File: config.mk
export PLATFORM = sky130hd
export DESIGN_NAME = vnu_serial_ctrl
export DESIGN_NICKNAME = d
export VERILOG_FILES = /design/src/rtl/vnu_pkg.sv /design/src/rtl/T_to_S.sv /design/src/rtl/vnu_serial_ctrl.sv
export SDC_FILE = /design/constraint.sdc
export NUM_CORES = 1
export LEC_CHECK = 0
export ABC_CLOCK_PERIOD_IN_PS = 3700
export BUFFER_PORTS_ARGS = -buffer_cell sky130_fd_sc_hd__buf_2
export CAP_MARGIN = 20
export CORE_MARGIN = 1
export CORE_UTILIZATION = 54
export CTS_CLUSTER_DIAMETER = 60
export CTS_CLUSTER_SIZE = 10
export DETAILED_ROUTE_END_ITERATION = 7
export PLACE_DENSITY_LB_ADDON = 0.1
export SKIP_LAST_GASP = 1
export SLEW_MARGIN = 20
export SYNTH_ARGS = -nofsm -noshare
export SYNTH_HDL_FRONTEND = slang
export SYNTH_SLANG_ARGS = --single-unit
File: constraint.sdc
create_clock -name clk -period 3.7 [get_ports clk]
set_clock_uncertainty 0.05 [all_clocks]
set_input_delay 0.37 -clock clk [delete_from_list [all_inputs] [get_ports clk]]
set_output_delay 0.37 -clock clk [all_outputs]
set_load 0.01 [all_outputs]
File: src/rtl/vnu_pkg.sv
// Shared types and sizing helpers for the variable-node update blocks.
package vnu_pkg;

  typedef enum logic [1:0] {
    IDLE  = 2'd0,
    ACCUM = 2'd1,
    EMIT  = 2'd2
  } state_t;

  // Largest magnitude an extrinsic message may carry (symmetric range).
  function automatic int sat_limit(input int data_width);
    return (32'sd1 <<< (data_width - 32'sd1)) - 32'sd1;
  endfunction

  // Accumulator wide enough for the LLR plus dv messages without overflow.
  function automatic int acc_width(input int data_width, input int dv);
    return data_width + $clog2(dv + 32'sd1);
  endfunction

endpackage

File: src/rtl/T_to_S.sv
// Two's-complement to sign-magnitude converter; the output MSB is the sign.
module T_to_S #(
  parameter int DATA_WIDTH = 6
) (
  input  logic [DATA_WIDTH-1:0] din,
  output logic [DATA_WIDTH:0]   dout
);

  // Negative inputs are negated to recover the magnitude.
  always_comb begin
    if (din[DATA_WIDTH-1]) begin
      dout = {1'b1, (~din + 1'b1)};
    end else begin
      dout = {1'b0, din};
    end
  end

endmodule

File: src/rtl/vnu_serial_ctrl.sv
// Serial variable-node controller: accumulates LLR plus DV check messages,
// then streams DV saturated sign-magnitude extrinsics and the hard decision.
module vnu_serial_ctrl
  import vnu_pkg::*;
#(
  parameter int DATA_WIDTH = 6,
  parameter int DV         = 3
) (
  input  logic                    clk,
  input  logic                    rst,
  input  logic                    in_valid,
  output logic                    in_ready,
  input  logic [DATA_WIDTH-1:0]   in_data,
  output logic                    out_valid,
  input  logic                    out_ready,
  output logic [DATA_WIDTH:0]     out_data,
  output logic [$clog2(DV)-1:0]   out_idx,
  output logic                    out_last,
  output logic                    out_hard
);

  localparam int AW = acc_width(DATA_WIDTH, DV);
  localparam int IW = $clog2(DV);
  localparam logic [IW-1:0]        LAST_IDX = IW'(DV - 1);
  localparam logic signed [AW-1:0] POS_LIM  = AW'(sat_limit(DATA_WIDTH));
  localparam logic signed [AW-1:0] NEG_LIM  = -POS_LIM;

  state_t                 state_r;
  logic [IW-1:0]          cnt_r;
  logic [IW-1:0]          idx_r;
  logic signed [AW-1:0]   total_r;
  logic [DATA_WIDTH-1:0]  msg_r [DV];

  logic signed [AW-1:0]   in_ext_s;
  logic signed [AW-1:0]   msg_ext_s;
  logic signed [AW-1:0]   ext_s;
  logic [DATA_WIDTH-1:0]  sat_s;
  logic [DATA_WIDTH:0]    sm_s;
  logic                   emit_s;

  assign in_ext_s  = {{(AW-DATA_WIDTH){in_data[DATA_WIDTH-1]}}, in_data};
  assign msg_ext_s = {{(AW-DATA_WIDTH){msg_r[idx_r][DATA_WIDTH-1]}}, msg_r[idx_r]};
  assign ext_s     = total_r - msg_ext_s;

  // Symmetric clamp so the most negative code is never produced.
  always_comb begin
    if (ext_s > POS_LIM) begin
      sat_s = POS_LIM[DATA_WIDTH-1:0];
    end else if (ext_s < NEG_LIM) begin
      sat_s = NEG_LIM[DATA_WIDTH-1:0];
    end else begin
      sat_s = ext_s[DATA_WIDTH-1:0];
    end
  end

  T_to_S #(
    .DATA_WIDTH(DATA_WIDTH)
  ) u_t_to_s (
    .din  (sat_s),
    .dout (sm_s)
  );

  // Node sequencer: collect DV+1 input beats, then hand out DV extrinsics.
  always_ff @(posedge clk) begin
    if (rst) begin
      state_r <= IDLE;
      cnt_r   <= '0;
      idx_r   <= '0;
      total_r <= '0;
      for (int i = 0; i < DV; i++) begin
        msg_r[i] <= '0;
      end
    end else begin
      case (state_r)
        IDLE: begin
          if (in_valid) begin
            total_r <= in_ext_s;
            cnt_r   <= '0;
            state_r <= ACCUM;
          end
        end
        ACCUM: begin
          if (in_valid) begin
            msg_r[cnt_r] <= in_data;
            total_r      <= total_r + in_ext_s;
            if (cnt_r == LAST_IDX) begin
              cnt_r   <= '0;
              idx_r   <= '0;
              state_r <= EMIT;
            end else begin
              cnt_r <= cnt_r + IW'(1);
            end
          end
        end
        EMIT: begin
          if (out_ready) begin
            if (idx_r == LAST_IDX) begin
              idx_r   <= '0;
              state_r <= IDLE;
            end else begin
              idx_r <= idx_r + IW'(1);
            end
          end
        end
        default: begin
          state_r <= IDLE;
        end
      endcase
    end
  end

  // Reset gates the handshakes immediately, before the state register clears.
  assign emit_s    = (state_r == EMIT) && !rst;
  assign in_ready  = !rst && ((state_r == IDLE) || (state_r == ACCUM));
  assign out_valid = emit_s;
  assign out_data  = emit_s ? sm_s : '0;
  assign out_idx   = emit_s ? idx_r : '0;
  assign out_last  = emit_s && (idx_r == LAST_IDX);
  assign out_hard  = emit_s && total_r[AW-1];

endmodule

==> insert_results.sql, run 1 <==
INSERT INTO impl_metrics (metric_group, metric, value, unit) VALUES
('floorplanning', 'core.rowCount', '24', ''),
('synthesis', 'yosys-top-cells-count', '24 x sky130_fd_sc_hd__edfxtp_1, 22 x sky130_fd_sc_hd__nor2_1, 21 x sky130_fd_sc_hd__and2_1', ''),
('global_routing', 'wire_length_of_the_first_global_routing_pass', '9650', 'um'),
('global_routing', 'vias_in_the_first_global_route', '2000', ''),
('detailed_routing', 'ant_nets', '0', ''),
('flow_run', 'drv_cap', '0', ''),
('cts', 'ctsHoldBuffers', '0', ''),
('setup_path', 'critPathCaptureType', 'output pin', ''),
('synthesis', 'ys_warn_count', '0', ''),
('synthesis', 'synthesis.area_per_instance', '10.3', 'um^2'),
('floorplanning', 'die_w', '71.1', 'um'),
('cts', 'worst_setup_hold_path_clk_slew', '0.08', 'ns'),
('min_path', 'holdCritPathClass', 'input pin to register', ''),
('global_routing', 'grt_remaining_overflow', '0', ''),
('pwr', 'total_leakage_power', '1.36', 'nW'),
('finish', 'final_nets', '335', ''),
('timing', 'final.min_clock_period', '4.04', 'ns'),
('timing', 'hold_viol_final', '0', ''),
('timing', 'slew-limit-headroom', '37.0', '%'),
('synthesis', 'netlist_instances', '249', ''),
('synthesis', 'largest_cells_by_area_after_synthesis', 'sky130_fd_sc_hd__edfxtp_1 28%, sky130_fd_sc_hd__dfxtp_1 12%, sky130_fd_sc_hd__ha_1 7.8%', ''),
('timing', 'final-setup-viol-count', '3', ''),
('cts', 'master_cell_of_the_clock_root_buffer', 'sky130_fd_sc_hd__clkbuf_8', ''),
('finish', 'syn_to_final_growth', '26.7', '%'),
('synthesis', 'synth-seq-cells', '40', ''),
('floorplanning', 'die_area', '5050', 'um^2'),
('run_status', 'outcome', 'complete, but fails checks', ''),
('detailed_routing', 'drc_errors', '1', ''),
('placement', 'portBuffers', '21', ''),
('cts', 'clk_latency', '0.29', 'ns'),
('finish', 'postLayoutCoreUtil', '72.9', '%'),
('timing', 'timing.final.max_slew_violations', '0', ''),
('finish', 'num_antenna_cells', '0', ''),
('detailed_routing', 'dr.pass1.iters', '8', ''),
('timing', 'min_period_over_period', '109', '%'),
('synthesis', 'post-synth-top-area-fraction', '28.0', '%'),
('pwr', 'p_per_area', '393', 'nW/um^2'),
('timing', 'timing.setup.tns', '-0.880', 'ns'),
('cts', 'cts.htree.levels', '2', ''),
('cts', 'cts_tree', 'built', ''),
('synthesis', 'ys.flop_type', 'sky130_fd_sc_hd__edfxtp_1', ''),
('finish', 'final_layout_size_suffix_gt1_share', '34.4', '%'),
('placement', 'dpl_cell_area', '2940', 'um^2'),
('setup_path', 'timing.critical_path.fanout_max', '5', ''),
('setup_path', 'timing.setup.critical_path_class', 'register to output pin', ''),
('finish', 'fillers', '319', ''),
('floorplanning', 'die_y', '71.1', 'um'),
('synthesis', 'synthDistinctLibCells', '54', ''),
('global_routing', 'global_route.usage.total', '25.6', '%'),
('run_status', 'failed_checks', 'DRC, setup timing', ''),
('floorplanning', 'io-pin-count', '23', ''),
('setup_path', 'critical_path_arrival', '3.62', 'ns'),
('synthesis', 'ys_seq_area_share', '40.4', '%'),
('setup_path', 'required', '3.28', 'ns'),
('placement', 'gp_congestion', '0.835', ''),
('cts', 'number_of_sinks_on_the_clock_net', '40', ''),
('detailed_routing', 'detailroute.via_count', '2072', ''),
('pwr', 'power', '1.28', 'mW'),
('global_routing', 'antenna_found_initial', '0', ''),
('synthesis', 'synthMostInstantiatedCell', 'sky130_fd_sc_hd__edfxtp_1', ''),
('detailed_routing', 'drt-wirelength-per-cell', '16.5', 'um'),
('detailed_routing', 'viasPerCell', '5.76', ''),
('timing', 'fmax', '247', 'MHz'),
('synthesis', 'syn_nets', '277', ''),
('cts', 'clock_tree.buffer_depth', '2', ''),
('synthesis', 'synth_edf_count', '24', ''),
('timing', 'setup_repair_after_global_routing_missed_its_margin', 'true', ''),
('timing', 'final.setup.worst_slack', '-0.342', 'ns'),
('timing', 'worst_pin_slew', '0.943', 'ns'),
('detailed_routing', 'wl', '5960', 'um'),
('placement', 'place.detailed.hpwl', '4340', 'um'),
('detailed_routing', 'first_iter_violations', '88', ''),
('synthesis', 'syn-cell-area', '2570', 'um^2'),
('floorplanning', 'initial_core_utilization', '57.6', '%'),
('synthesis', 'synth-async-reset-ratio', '0', '%'),
('setup_path', 'category_of_the_worst_setup_path_launch_point', 'register', ''),
('cts', 'cts-buffers-inserted', '5', ''),
('synthesis', 'netlist.top_cell.by_area', 'sky130_fd_sc_hd__edfxtp_1', ''),
('global_routing', 'grt_max_degree', '20', ''),
('pwr', 'vdd.ir_drop.worst', '0.233', 'mV'),
('floorplanning', 'placeableCoreArea', '4470', 'um^2'),
('finish', 'stdcell_area', '3260', 'um^2');
-- kinds of logic (layout without fill, tap and decap cells) --
logic type	Yosys count	after routing	share of synthesized area [%]
buffers and inverters	25	84	4.23
and+or+nand+nor	85	85	17.8
DFF	40	40	40.4
xor gates and xnor gates	9	9	3.06
adders and majority gates	18	18	9.33
AOI/OAI and AO/OA	57	57	16.2
other	1	1	0.146
muxes	14	14	8.75
-- what timing repair did --
action / 4_1_cts / 5_1_grt
setup buffers: 5 / 5
resized for setup: 24 / 16
setup endpoints to repair: 3 / 4
pin swaps: 7 / 8
-- worst max-delay path, stage by stage, from the launching register on --
cell and delay [ns]:
sky130_fd_sc_hd__dfxtp_4 0.37, sky130_fd_sc_hd__mux4_2 0.36, sky130_fd_sc_hd__ha_4 0.13, sky130_fd_sc_hd__inv_2 0.03, sky130_fd_sc_hd__fa_2 0.36, sky130_fd_sc_hd__buf_6 0.13
sky130_fd_sc_hd__a21o_1 0.16, sky130_fd_sc_hd__a21oi_2 0.15, sky130_fd_sc_hd__xor2_1 0.24, sky130_fd_sc_hd__and3_4 0.28, sky130_fd_sc_hd__nor3_4 0.05, sky130_fd_sc_hd__o21a_1 0.24
sky130_fd_sc_hd__ha_4 0.19, sky130_fd_sc_hd__a311o_1 0.26, sky130_fd_sc_hd__a31oi_1 0.17, sky130_fd_sc_hd__a311oi_2 0.06, sky130_fd_sc_hd__buf_2 0.15
-- where the power goes --
group	leakage (nW)	internal (mW)	switching, mW
combinational	0.947	0.256	0.234
sequential	0.373	0.488	0.0200
clock	0.0378	0.130	0.152
-- routing by layer --
layer | track usage (%) | part of all wire, %
met5 | 0 | 0
met2 | 44.3 | 49
met1 | 33.6 | 46
met3 | 4.42 | 4.3
met4 | 6.22 | 0.91
-- sequential cells by signal (all words and copies together) (netlist names), named ones only --
| register | flops |
|---|---|
| state_r | 2 |
| idx_r | 2 |
| msg_r | 24 |
| total_r | 8 |
| cnt_r | 2 |
-- through the flow --
stage / setup WS, ns / std cells / hold WS, ns
floorplan: 0.00930 / 249 / 0.419
global placement: -0.0638 / 344 / 0.458
detailed placement: -0.202 / 344 / 0.479
CTS: -0.281 / 357 / 0.279
global route: -0.506 / 360 / 0.283
finish: -0.342 / 360 / 0.288
-- area by class of cell --
type	count	area, um^2	share of cell area [%]
Clock buffer	5	68.8	2.11
Sequential cell	40	1040	32.0
Inverter	18	67.6	2.07
Timing Repair Buffer	58	402	12.3
Multi-Input combinational cell	184	1600	48.9
Clock inverter	3	18.8	0.575
Tap cell	52	65.1	1.99
-- cell usage in the layout, fill, tap and decap left out, types with 7 or more instances in the layout --
cell type	instances
sky130_fd_sc_hd__nor2_1	21
sky130_fd_sc_hd__ha_1	10
sky130_fd_sc_hd__nand2_1	12
sky130_fd_sc_hd__buf_2	21
sky130_fd_sc_hd__buf_4	32
sky130_fd_sc_hd__and2_1	20
sky130_fd_sc_hd__inv_1	13
sky130_fd_sc_hd__o21ai_0	7
sky130_fd_sc_hd__edfxtp_1	24
sky130_fd_sc_hd__dfxtp_1	15
-- final timing paths --
path | from | endpoint | slack (ns) | depth (start not counted)
worst max-delay path | register | out_data[4] | -0.34 | 16
worst min-delay path | in_data[1] | msg_r[3][1]$_DFFE_PP_ | 0.29 | 1
worst max register to register | total_r[2]$_SDFFE_PP0P_ | total_r[6]$_SDFFE_PP0P_ | 1.39 | 8
worst min register to register | cnt_r[1]$_SDFFE_PP0P_ | cnt_r[1]$_SDFFE_PP0P_ | 0.50 | 1
Power figures use the tool's default switching activity.
==> inputs of run 2 (changes only) <==
- CORE_MARGIN: 1 -> 4
- PLACE_DENSITY: not set -> 0.76
- PLACE_DENSITY_LB_ADDON: 0.1 -> not set
==> run 2 against run 1 <==
The run ends with setup timing left. Power grew 5.2%. Sequential cell count is the same. Cell count shrank 0.83%. Largest cell class unchanged.
==> insert_results.sql, run 2 (synthesis gave the netlist of run 1 again) <==
INSERT INTO impl_metrics (metric_group, metric, value, unit) VALUES
('setup_path', 'critical_path.top_delay_family', 'compound AO/OA/AOI/OAI gates', ''),
('timing', 'final.setup.worst_slack', '-0.322', 'ns'),
('setup_path', 'worstReg2RegStart', 'state_r[0]$_SDFFE_PP0P_', ''),
('finish', 'top_regs', 'msg_r: 24 flops, total_r: 8 flops', ''),
('finish', 'most-common-layout-cells', '31 x sky130_fd_sc_hd__buf_4, 24 x sky130_fd_sc_hd__edfxtp_1, 21 x sky130_fd_sc_hd__nor2_1, 21 x sky130_fd_sc_hd__buf_2, 20 x sky130_fd_sc_hd__and2_1', ''),
('cts', 'number_of_sinks_on_the_clock_net', '40', ''),
('timing', 'final-setup-viol-count', '3', ''),
('placement', 'portBuffers', '21', ''),
('setup_path', 'regToRegSetupSlack', '1.13', 'ns'),
('flow_run', 'drv_cap', '0', ''),
('timing', 'final.min_clock_period', '4.02', 'ns'),
('detailed_routing', 'ant_nets', '0', ''),
('timing', 'min_period_over_period', '109', '%'),
('global_routing', 'vias_in_the_first_global_route', '2106', ''),
('setup_path', 'timing.setup.critical_path_class', 'register to output pin', ''),
('setup_path', 'max_stage_delay', '0.55', 'ns'),
('detailed_routing', 'wl', '6180', 'um'),
('setup_path', 'most_prevalent_standard_cell_on_the_critical_path', 'sky130_fd_sc_hd__ha_4', ''),
('detailed_routing', 'detailroute.via_count', '2090', ''),
('finish', 'largest_reg_flops', '24', ''),
('finish', 'final_layout_size_suffix_gt1_share', '35.1', '%'),
('cts', 'cts.htree.levels', '2', ''),
('finish', 'finish.cell_count_without_fillers', '357', ''),
('finish', 'syn_to_final_growth', '26.7', '%'),
('detailed_routing', 'first_iter_violations', '85', ''),
('pwr', 'total_leakage_power', '1.36', 'nW'),
('floorplanning', 'die_w', '77.1', 'um'),
('detailed_routing', 'drc_errors', '0', ''),
('detailed_routing', 'viasPerCell', '5.85', ''),
('timing', 'timing.final.max_slew_violations', '0', ''),
('min_path', 'hold_path_startpoint', 'in_valid', ''),
('cts', 'ctsHoldBuffers', '0', ''),
('run_status', 'outcome', 'complete, but fails checks', ''),
('min_path', 'holdCritPathClass', 'input pin to register', ''),
('cts', 'clock_tree.buffer_depth', '2', ''),
('cts', 'master_cell_of_the_clock_root_buffer', 'sky130_fd_sc_hd__clkbuf_8', ''),
('pwr', 'p_per_area', '413', 'nW/um^2'),
('timing', 'slew-limit-headroom', '29.8', '%'),
('run_status', 'failed_checks', 'setup timing', ''),
('setup_path', 'required', '3.28', 'ns'),
('placement', 'place.detailed.hpwl', '4420', 'um'),
('cts', 'cts-buffers-inserted', '5', ''),
('setup_path', 'crit_path_top_delay_cell', 'sky130_fd_sc_hd__mux4_1', ''),
('floorplanning', 'initial_core_utilization', '57.6', '%'),
('global_routing', 'grt_max_degree', '20', ''),
('timing', 'hold_viol_final', '0', ''),
('setup_path', 'timing.critical_path.fanout_max', '5', ''),
('global_routing', 'global_route.usage.total', '21.9', '%'),
('global_routing', 'wire_length_of_the_first_global_routing_pass', '10300', 'um'),
('timing', 'fmax', '249', 'MHz'),
('placement', 'gp_congestion', '0.827', ''),
('finish', 'num_antenna_cells', '0', ''),
('pwr', 'vdd.ir_drop.worst', '0.306', 'mV'),
('setup_path', 'category_of_the_worst_setup_path_launch_point', 'register', ''),
('setup_path', 'crit_chain', 'buf_6 > mux4_1 > inv_2 > ha_4 > o21ai_2 > buf_4 > o41ai_4 > a211oi_4 > and2_4 > o21a_4 > ha_4 > buf_12 > o21ai_0 > a31oi_2 > a311oi_2 > buf_2', ''),
('timing', 'setup_repair_after_global_routing_missed_its_margin', 'true', ''),
('finish', 'final_nets', '332', ''),
('global_routing', 'grt_remaining_overflow', '0', ''),
('floorplanning', 'die_y', '77.1', 'um'),
('cts', 'clk_latency', '0.29', 'ns'),
('setup_path', 'critical_path_arrival', '3.60', 'ns'),
('floorplanning', 'die_area', '5940', 'um^2'),
('timing', 'worst_pin_slew', '1.04', 'ns'),
('finish', 'postLayoutCoreUtil', '72.9', '%'),
('detailed_routing', 'drt-wirelength-per-cell', '17.3', 'um'),
('cts', 'worst_setup_hold_path_clk_slew', '0.08', 'ns'),
('floorplanning', 'core.rowCount', '24', ''),
('global_routing', 'antenna_found_initial', '0', ''),
('setup_path', 'critPathBufInv', '5', ''),
('floorplanning', 'placeableCoreArea', '4470', 'um^2'),
('finish', 'layout_commonest_cell', 'sky130_fd_sc_hd__buf_4', ''),
('floorplanning', 'io-pin-count', '23', ''),
('cts', 'cts_tree', 'built', ''),
('finish', 'largest-register', 'msg_r', ''),
('placement', 'pre_cts_slack', '-0.218', 'ns'),
('placement', 'placed_cells', '345', ''),
('detailed_routing', 'dr.pass1.iters', '4', ''),
('setup_path', 'critPathCaptureType', 'output pin', '');
run 2: cell types whose count changed in the layout (fill, tap and decap cells not counted), sizes merged:
cell / delta
clkinv: -1
buf: -3
bufinv: +1
inv: +1
clkinvlp: -1
run 2: what timing repair did:
action                                  in CTS  in global routing
endpoints found under the hold margin        0                  0
endpoints found under the setup margin       3                  4
resized for setup                           25                 11
pin swaps                                   12                  9
setup buffers                                2                  2
run 2: area by class of cell:
class,instances,area (um^2)
timing repair buffer,55,380
clock inverter,3,46.3
multi-input combinational,184,1590
fill,301,1210
sequential,40,1050
inverter,18,67.6
tap,52,65.1
clock buffer,5,68.8
run 2: layer usage:
layer  wire length (um)  GRT usage, %
met5                  0             0
met4                128          6.94
met3                258          4.80
met2               3090          38.9
met1               2700          26.4
run 2: worst paths after layout:
check	end	cells past startpoint
setup / recovery	out_data[4]	16
hold / removal	state_r[0]$_SDFFE_PP0P_	2
setup reg to reg	msg_r[3][3]$_DFFE_PP_	3
hold reg to reg	total_r[5]$_SDFFE_PP0P_	2
run 2: through the flow:
stage / setup TNS (ns) / instance area, um^2 / total power, mW / hold slack, ns
2_1_floorplan: 0 / 2590 / 0.757 / 0.419
3_3_place_gp: -0.0514 / 2950 / 0.886 / 0.455
3_5_place_dp: -0.412 / 2950 / 0.894 / 0.476
4_1_cts: -0.650 / 3190 / 1.31 / 0.270
5_1_grt: -1.21 / 3260 / 1.42 / 0.278
6_report: -0.716 / 3260 / 1.35 / 0.284
run 2: report_power, final:
group | switching (mW) | internal (mW)
Sequential | 0.0187 | 0.488
Combinational | 0.229 | 0.247
Clock | 0.161 | 0.203
==> inputs of run 3 (changes only) <==
- CORE_UTILIZATION: 54 -> 29
- PLACE_DENSITY: 0.76 -> 0.46
==> run 3 against run 2 <==
Critical endpoint unchanged. Fmax is 0.73% lower. Clock power grew 1%. Largest cell class unchanged. Register-to-register slack improved by 0.17 ns. The flow still finishes with violations (setup timing). Combinational power decreased by 3%.
==> insert_results.sql, run 3 (synthesis gave the netlist of run 1 again) <==
INSERT INTO impl_metrics (metric_group, metric, value, unit) VALUES
('global_routing', 'vias_in_the_first_global_route', '2018', ''),
('timing', 'final.min_clock_period', '4.05', 'ns'),
('timing', 'timing.setup.tns', '-0.970', 'ns'),
('timing', 'timing.final.max_slew_violations', '0', ''),
('detailed_routing', 'detailroute.via_count', '2039', ''),
('global_routing', 'grt_max_degree', '20', ''),
('placement', 'gp_congestion', '0.766', ''),
('detailed_routing', 'dr.pass1.iters', '4', ''),
('floorplanning', 'die_w', '102', 'um'),
('detailed_routing', 'drc_errors', '0', ''),
('cts', 'clock_tree.buffer_depth', '2', ''),
('finish', 'final_layout_size_suffix_gt1_share', '31.8', '%'),
('finish', 'postLayoutCoreUtil', '38.0', '%'),
('placement', 'dpl_cell_area', '3020', 'um^2'),
('finish', 'final_nets', '338', ''),
('finish', 'most-common-layout-cells', '37 x sky130_fd_sc_hd__buf_4, 24 x sky130_fd_sc_hd__edfxtp_1, 22 x sky130_fd_sc_hd__nor2_1', ''),
('floorplanning', 'die_y', '102', 'um'),
('cts', 'clk_latency', '0.29', 'ns'),
('setup_path', 'timing.setup.critical_path_class', 'register to output pin', ''),
('setup_path', 'required', '3.28', 'ns'),
('placement', 'pre_cts_slack', '-0.151', 'ns'),
('timing', 'hold_viol_final', '0', ''),
('cts', 'worst_setup_hold_path_clk_slew', '0.08', 'ns'),
('floorplanning', 'die_area', '10500', 'um^2'),
('detailed_routing', 'drt-wirelength-per-cell', '15.2', 'um'),
('global_routing', 'global_route.usage.total', '12.5', '%'),
('timing', 'setup_repair_after_global_routing_missed_its_margin', 'true', ''),
('timing', 'slew-limit-headroom', '31.2', '%'),
('detailed_routing', 'ant_nets', '0', ''),
('pwr', 'p_per_area', '404', 'nW/um^2'),
('run_status', 'outcome', 'complete, but fails checks', ''),
('timing', 'fmax', '247', 'MHz'),
('pwr', 'vdd.ir_drop.worst', '0.220', 'mV'),
('setup_path', 'timing.critical_path.fanout_max', '6', ''),
('setup_path', 'category_of_the_worst_setup_path_launch_point', 'register', ''),
('timing', 'worst_pin_slew', '1.03', 'ns'),
('min_path', 'holdCritPathClass', 'input pin to register', ''),
('cts', 'cts_tree', 'built', ''),
('floorplanning', 'placeableCoreArea', '8680', 'um^2'),
('run_status', 'failed_checks', 'setup timing', ''),
('placement', 'place.detailed.hpwl', '4780', 'um'),
('detailed_routing', 'viasPerCell', '4.87', ''),
('cts', 'cts-buffers-inserted', '5', ''),
('timing', 'min_period_over_period', '109', '%'),
('floorplanning', 'core.rowCount', '34', ''),
('cts', 'master_cell_of_the_clock_root_buffer', 'sky130_fd_sc_hd__clkbuf_8', ''),
('pwr', 'total_leakage_power', '1.39', 'nW'),
('global_routing', 'wire_length_of_the_first_global_routing_pass', '10000', 'um'),
('detailed_routing', 'wl', '6370', 'um'),
('floorplanning', 'io-pin-count', '23', ''),
('finish', 'layout_commonest_cell', 'sky130_fd_sc_hd__buf_4', ''),
('finish', 'largest-register', 'msg_r', ''),
('setup_path', 'critPathCaptureType', 'output pin', ''),
('finish', 'syn_to_final_growth', '28.0', '%'),
('flow_run', 'drv_cap', '0', ''),
('setup_path', 'critical_path_arrival', '3.63', 'ns'),
('cts', 'ctsHoldBuffers', '0', ''),
('global_routing', 'antenna_found_initial', '0', ''),
('floorplanning', 'initial_core_utilization', '29.7', '%'),
('placement', 'portBuffers', '21', ''),
('timing', 'final.setup.worst_slack', '-0.351', 'ns'),
('cts', 'number_of_sinks_on_the_clock_net', '40', ''),
('timing', 'final-setup-viol-count', '5', ''),
('detailed_routing', 'first_iter_violations', '56', ''),
('finish', 'num_antenna_cells', '0', ''),
('finish', 'largest_reg_flops', '24', ''),
('cts', 'cts.htree.levels', '2', ''),
('finish', 'top_regs', 'msg_r: 24 flops, total_r: 8 flops', ''),
('timing', 'hold_ws', '0.282', 'ns'),
('global_routing', 'grt_remaining_overflow', '0', ''),
('finish', 'stdcell_area', '3300', 'um^2');
[run 3: changes by cell type in the layout (fill, tap and decap cells not counted), moves of 2 or more]
cell and delta:
sky130_fd_sc_hd__inv_2 -3, sky130_fd_sc_hd__buf_4 +6, sky130_fd_sc_hd__clkinv_4 +2, sky130_fd_sc_hd__ha_1 +4, sky130_fd_sc_hd__ha_4 -3, sky130_fd_sc_hd__inv_1 +3
[run 3: power breakdown]
group          switching [mW]  internal (mW)  leakage, nW  total [mW]
clock network           0.164          0.203       0.0583       0.368
registers              0.0170          0.488        0.373       0.505
logic                   0.219          0.241        0.962       0.461
[run 3: worst paths after layout]
| path | start | end | slack [ns] | cells past startpoint |
|---|---|---|---|---|
| min reg2reg | total_r[6]$_SDFFE_PP0P_ | total_r[6]$_SDFFE_PP0P_ | 0.48 | 2 |
| min | in_valid | state_r[0]$_SDFFE_PP0P_ | 0.28 | 2 |
| max reg2reg | state_r[0]$_SDFFE_PP0P_ | msg_r[1][5]$_SDFFCE_PN0P_ | 1.30 | 4 |
| max | register | out_data[4] | -0.35 | 17 |
[run 3: cell type report]
type	count	area, um^2
timing repair buffer	61	417
clock buffer	5	68.8
fill	877	5380
sequential	40	1040
multi-input combinational	184	1520
clock inverter	3	47.5
inverter	18	67.6
tap	108	135
[run 3: metrics by stage]
stage	std cells	total power [mW]
2_1_floorplan	249	0.757
3_3_place_gp	402	0.897
3_5_place_dp	402	0.895
4_1_cts	416	1.31
5_1_grt	419	1.41
6_report	419	1.33
[run 3: what timing repair did]
action / 4_1_cts / 5_1_grt
endpoints found under the setup margin: 3 / 4
resized for setup: 15 / 7
pin swaps: 11 / 9
setup buffers: 6 / 3
[run 3: critical path: stages (launching register included)]
cell and delay, ns:
sky130_fd_sc_hd__dfxtp_4 0.36, sky130_fd_sc_hd__buf_6 0.11, sky130_fd_sc_hd__mux4_2 0.34, sky130_fd_sc_hd__ha_4 0.13
sky130_fd_sc_hd__inv_2 0.03, sky130_fd_sc_hd__fa_2 0.35, sky130_fd_sc_hd__buf_6 0.13, sky130_fd_sc_hd__a21o_1 0.16
sky130_fd_sc_hd__a21oi_2 0.15, sky130_fd_sc_hd__xor2_1 0.23, sky130_fd_sc_hd__and3_4 0.26, sky130_fd_sc_hd__nor3_4 0.05
sky130_fd_sc_hd__o21a_4 0.21, sky130_fd_sc_hd__ha_4 0.17, sky130_fd_sc_hd__a311o_1 0.26, sky130_fd_sc_hd__a31oi_1 0.18
sky130_fd_sc_hd__a311oi_2 0.05, sky130_fd_sc_hd__buf_2 0.16
[run 3: per-layer routing]
layer / up-vias / part of all wire (%) / track usage (%)
met1: 965 / 48 / 16.6
met3: 5 / 2.8 / 2.32
met2: 33 / 48 / 21.2
met5: - / 0 / 0
li1: 1036 / - / -
met4: 0 / 1.0 / 3.03
